[config.mk]
export PLATFORM = sky130hd
export DESIGN_NAME = spi_byte_link
export DESIGN_NICKNAME = d
export VERILOG_FILES = /design/src/rtl/spi_byte_link.sv
export SDC_FILE = /design/constraint.sdc
export NUM_CORES = 1
export LEC_CHECK = 0
export ABC_AREA = 1
export CORE_ASPECT_RATIO = 0.5
export CORE_MARGIN = 8
export CORE_UTILIZATION = 59
export CTS_BUF_LIST = sky130_fd_sc_hd__clkbuf_16
export DETAILED_ROUTE_END_ITERATION = 6
export MAX_ROUTING_LAYER = met4
export PLACE_DENSITY = 0.84
export SYNTH_ARGS = -nofsm -noshare
export SYNTH_HDL_FRONTEND = slang
export SYNTH_SLANG_ARGS = --single-unit
[constraint.sdc]
create_clock -name clk -period 2.2 [get_ports clk]
set_input_delay 0.33 -clock clk [delete_from_list [all_inputs] [get_ports clk]]
set_output_delay 0.33 -clock clk [all_outputs]
set_load 0.01 [all_outputs]
[src/rtl/spi_byte_link.sv]
// rtl/spi_byte_link.sv - SPI slave byte front-end: pin sync, MOSI deserializer, MISO serializer with reply latch
module spi_byte_link #(
    parameter int         SYNC_STAGES = 2,
    parameter logic [7:0] IDLE_BYTE   = 8'hFF
) (
    input  logic       clk,
    input  logic       rst,
    input  logic       spi_sck,
    input  logic       spi_mosi,
    input  logic       spi_cs,
    output logic       spi_miso,
    output logic [7:0] rx_data,
    output logic       rx_valid,
    output logic       rx_first,
    output logic       frame_start,
    output logic       frame_end,
    input  logic [7:0] tx_data,
    input  logic       tx_wr,
    output logic       tx_underrun
);

    logic [SYNC_STAGES-1:0] sck_sync, mosi_sync, cs_sync;
    logic                   sck_d, cs_d;
    logic                   sck_s, mosi_s, cs_s;

    logic [6:0] rx_shift;
    logic [2:0] bit_cnt;
    logic       byte_done;
    logic       first_flag;
    logic [7:0] tx_latch;
    logic       latch_full;
    logic [7:0] tx_shift;

    logic       cs_rise, cs_fall, sck_rise, sck_fall, load_next;
    logic [7:0] rx_byte;

    assign sck_s  = sck_sync[SYNC_STAGES-1];
    assign mosi_s = mosi_sync[SYNC_STAGES-1];
    assign cs_s   = cs_sync[SYNC_STAGES-1];

    // CS edges take precedence; an SCK edge landing in the same clk is dropped
    assign cs_rise   = cs_s & ~cs_d;
    assign cs_fall   = ~cs_s & cs_d;
    assign sck_rise  = cs_s & ~cs_rise & sck_s & ~sck_d;
    assign sck_fall  = cs_s & ~cs_rise & ~sck_s & sck_d;
    assign load_next = cs_rise | (sck_fall & byte_done);
    assign rx_byte   = {rx_shift, mosi_s};

    assign spi_miso = cs_s & tx_shift[7];

    always_ff @(posedge clk or posedge rst) begin
        if (rst) begin
            sck_sync  <= '0;
            mosi_sync <= '0;
            cs_sync   <= '0;
            sck_d     <= 1'b0;
            cs_d      <= 1'b0;
        end else begin
            sck_sync  <= {sck_sync[SYNC_STAGES-2:0], spi_sck};
            mosi_sync <= {mosi_sync[SYNC_STAGES-2:0], spi_mosi};
            cs_sync   <= {cs_sync[SYNC_STAGES-2:0], spi_cs};
            sck_d     <= sck_s;
            cs_d      <= cs_s;
        end
    end

    always_ff @(posedge clk or posedge rst) begin
        if (rst) begin
            rx_shift    <= '0;
            bit_cnt     <= '0;
            byte_done   <= 1'b0;
            first_flag  <= 1'b1;
            tx_latch    <= '0;
            latch_full  <= 1'b0;
            tx_shift    <= IDLE_BYTE;
            rx_data     <= '0;
            rx_valid    <= 1'b0;
            rx_first    <= 1'b0;
            frame_start <= 1'b0;
            frame_end   <= 1'b0;
            tx_underrun <= 1'b0;
        end else begin
            rx_valid    <= 1'b0;
            rx_first    <= 1'b0;
            tx_underrun <= 1'b0;
            frame_start <= cs_rise;
            frame_end   <= cs_fall;

            if (tx_wr) begin
                tx_latch   <= tx_data;
                latch_full <= 1'b1;
            end

            // A write coinciding with a load of an empty latch goes straight to the shifter
            if (load_next) begin
                if (latch_full) begin
                    tx_shift <= tx_latch;
                    if (!tx_wr)
                        latch_full <= 1'b0;
                end else if (tx_wr) begin
                    tx_shift   <= tx_data;
                    latch_full <= 1'b0;
                end else begin
                    tx_shift    <= IDLE_BYTE;
                    tx_underrun <= 1'b1;
                end
            end

            if (cs_rise || cs_fall) begin
                bit_cnt    <= '0;
                byte_done  <= 1'b0;
                first_flag <= 1'b1;
            end else if (sck_rise) begin
                rx_shift <= rx_byte[6:0];
                bit_cnt  <= bit_cnt + 3'd1;
                if (bit_cnt == 3'd7) begin
                    rx_data    <= rx_byte;
                    rx_valid   <= 1'b1;
                    rx_first   <= first_flag;
                    first_flag <= 1'b0;
                    byte_done  <= 1'b1;
                end
            end else if (sck_fall) begin
                if (byte_done)
                    byte_done <= 1'b0;
                else if (bit_cnt != 3'd0)
                    tx_shift <= {tx_shift[6:0], 1'b0};
            end
        end
    end

endmodule
==> results_dict.tcl <==
set metrics [dict create \
    cts_buffer_depth 2 \
    clk-insertion-delay-late_ns 0.29 \
    cp_cell_sequence "nand2_1, inv_1, clkdlybuf4s50_1" \
    yosysMostFrequentCell "nand2_1" \
    crit_fanout 2 \
    yosys.area.top_type "dfrtp_1" \
    syn_inst 235 \
    r2r_cells 7 \
    regToRegSetupSlack_ns 0.44 \
    final-hold-violation-count 0 \
    crit_slowest_cell "dfstp_2" \
    post-cts-setup-buffers 0 \
    finalSetupViolCount 0 \
    cts_inserted_buffers 5 \
    tritoncts "yes" \
    yosysSeqAreaShare_pct 56.5 \
    clk_pin_slew_ns 0.06 \
    ant_nets 0 \
    overflow 0 \
    die_h_um 59.5 \
    grt_max_degree 27 \
    p_switching_mw 0.503 \
    fmax_ghz 0.565 \
    worst_hold_startpoint "cs_sync[0]" \
    power_mw 2.02 \
    r2r-start "cs_sync[1]" \
    min_path_cells 0 \
    initial_utilization_pct 63.3 \
    cp.arrival_ns 1.44 \
    setup_tns_ns 0 \
    area_growth_pct 20.4 \
    maxSlewViolCount 0 \
    power.internal_mw 1.52 \
    avgSynthCellArea_um2 9.50 \
    maxCapViolations 0 \
    final_core_util_pct 76.2 \
    worstSetupPathType "reg2out" \
    drt_iter0_drc 78 \
    sw_frac_of_total_pct 24.9 \
    cts_sinks 50 \
    ir_worst_vdd_v 0.000549 \
    path_delay_family "buffers and inverters" \
    critPathRequiredTime_ns 1.87 \
    fin_ws_ns 0.430 \
    dp_hpwl_mm 2.67 \
    period_share_pct 80.4 \
    gp_congestion 0.843 \
    place_ws_ns 0.409 \
    synth_fp_nets 255 \
    layout.nets 284 \
    critPathLaunchType "flip-flop" \
    synth.top_cell.area_share_pct 45.9 \
    synth_cell_types 23 \
    p_leak_nw 1.35 \
    power_frac_clock_pct 37.2 \
    skew_ns 0.00731 \
    yosysWarnings 0 \
    portBuffers 27 \
    rsz0062_at_grt "no" \
    holdPathEnd "cs_sync[1]" \
    max_stage_delay_ns 0.53 \
    die_x_um 103 \
    worstSetupEndpointType "output pin" \
    r2r_end "tx_shift[3]" \
    via_per_inst 5.01 \
    period_minus_slack_ns 1.77 \
    drc_errors 0 \
    antenna_found_initial 0 \
    status "complete, no violations" \
    fillers 248 \
    drt-pass1-iter-count 4 \
    path_buf_inv 2 \
    fp.dieArea_um2 6130 \
    wl_per_cell_um 12.8 \
    pwr-share-seq_pct 51.6 \
    cts_root_buffer "clkbuf_16" \
    synth_area_um2 2230 \
    grt_pass1_vias 1563 \
    core_area_um2 3530 \
    antenna_cells 0 \
    ys_top_cells_by_area "dfrtp_1 (46%), dfstp_2 (11%), nand2_1 (9.2%), inv_1 (7.2%), nand3_1 (5.4%)" \
    ys_ff_latch 50 \
    synth_edf_count 0 \
    ios 28 \
    drive_above_1_share_pct 14.0 \
    hp-class "reg2reg" \
    rows 15 \
    grt.total_usage_pct 15.2 \
    finalWirelength_mm 4.05 \
    ctsHtreeMaxLevel 2 \
    yosys-top-cells-count "nand2_1 (55), inv_1 (43), dfrtp_1 (41)" \
    max_slew_margin_pct 61.4 \
    worst_slew_pin_slew_ns 0.577 \
    synth_ff_type "dfrtp_1" \
    multiInputGateArea_um2 761 \
    combPwrFrac_pct 11.2 \
    ctsResizeCount 0 \
    routed-via-count 1584 \
    hold_buffers 0 \
    seqCellArea_um2 1260 \
    p_per_area_nw_per_um2 752 \
    grt_pass1_wl_mm 6.94 \
    async_flop_share_pct 100 \
]
worst reg2reg max path, delay by kind of cell, from the launching register on:
family / cells / cell delay, ns
flip-flops: 1 / 0.41
buffers and inverters: 2 / 0.18
AND/OR/NAND/NOR: 4 / 0.63
adder cells (fa/ha/maj): 1 / 0.48
cell type report:
type	instances	share of cell area, %
clock buffers	5	4.65
clock inverters	3	0.791
inverters	44	6.14
multi-input cells	135	28.3
flip-flops and latches	50	47.0
well taps	51	2.37
repair buffers	28	10.8
cell usage in the layout, fill, tap and decap left out, drive strengths merged:
cell           instances
nand3                 25
dfstp                  9
nand2                 59
a21boi                 2
o21a                   8
clkinv                 3
ha                     6
clkinvlp               1
buf                    1
inv                   43
o21ai                 18
a21oi                  9
clkbuf                 5
nand4                  1
nor2                   7
dfrtp                 41
clkdlybuf4s50         27
routing by layer:
metal | part of all wire, % | vias to the layer above | GRT usage (%)
met5 | 0 | - | -
met4 | 1.6 | 0 | 7.13
met3 | 4.8 | 6 | 3.63
met2 | 49 | 40 | 25.3
met1 | 45 | 751 | 17.1
li1 | - | 787 | -
how the worst max path moves through the flow:
stage / end / cells after the start / from / slack [ns]
global placement: tx_shift[7] / 6 / tx_wr / 0.47
CTS: spi_miso / 3 / tx_shift[7] / 0.42
global route: tx_shift[3] / 7 / cs_sync[1] / 0.28
floorplan: bit_cnt[0] / 1 / rst / 0.68
finish: spi_miso / 3 / tx_shift[7] / 0.43
detailed placement: tx_shift[2] / 6 / tx_wr / 0.41
per-stage QoR:
stage          hold slack [ns]  cells  cell area, µm²
2_1_floorplan            0.331    235            2230
3_3_place_gp             0.332    308            2540
3_5_place_dp             0.336    308            2540
4_1_cts                  0.359    316            2690
5_1_grt                  0.364    316            2690
6_report                 0.356    316            2690
power groups by stage:
stage          Combinational, mW  Sequential (mW)  Clock, mW
6_report                   0.226             1.04      0.752
5_1_grt                    0.260             1.05      0.799
4_1_cts                    0.229             1.04      0.763
3_5_place_dp               0.223             1.06          0
3_3_place_gp               0.213             1.05          0
2_1_floorplan              0.163             1.05          0
state kept, by name, indices dropped and copies added (netlist names):
signal / flops
cs_sync: 2
rx_first: 1
rx_data: 8
frame_start: 1
byte_done: 1
mosi_sync: 2
rx_valid: 1
first_flag: 1
sck_d: 1
cs_d: 1
tx_latch: 8
rx_shift: 7
latch_full: 1
frame_end: 1
sck_sync: 2
tx_shift: 8
bit_cnt: 3
tx_underrun: 1
cells by family after synthesis:
family                     synth area share (%)
buffers and inverters                      9.41
DFF                                        56.5
AOI/OAI and AO/OA                          11.1
adders and majority gates                  3.36
and+or+nand+nor                            19.6
Note: power is estimated with default switching activity, not from simulation.
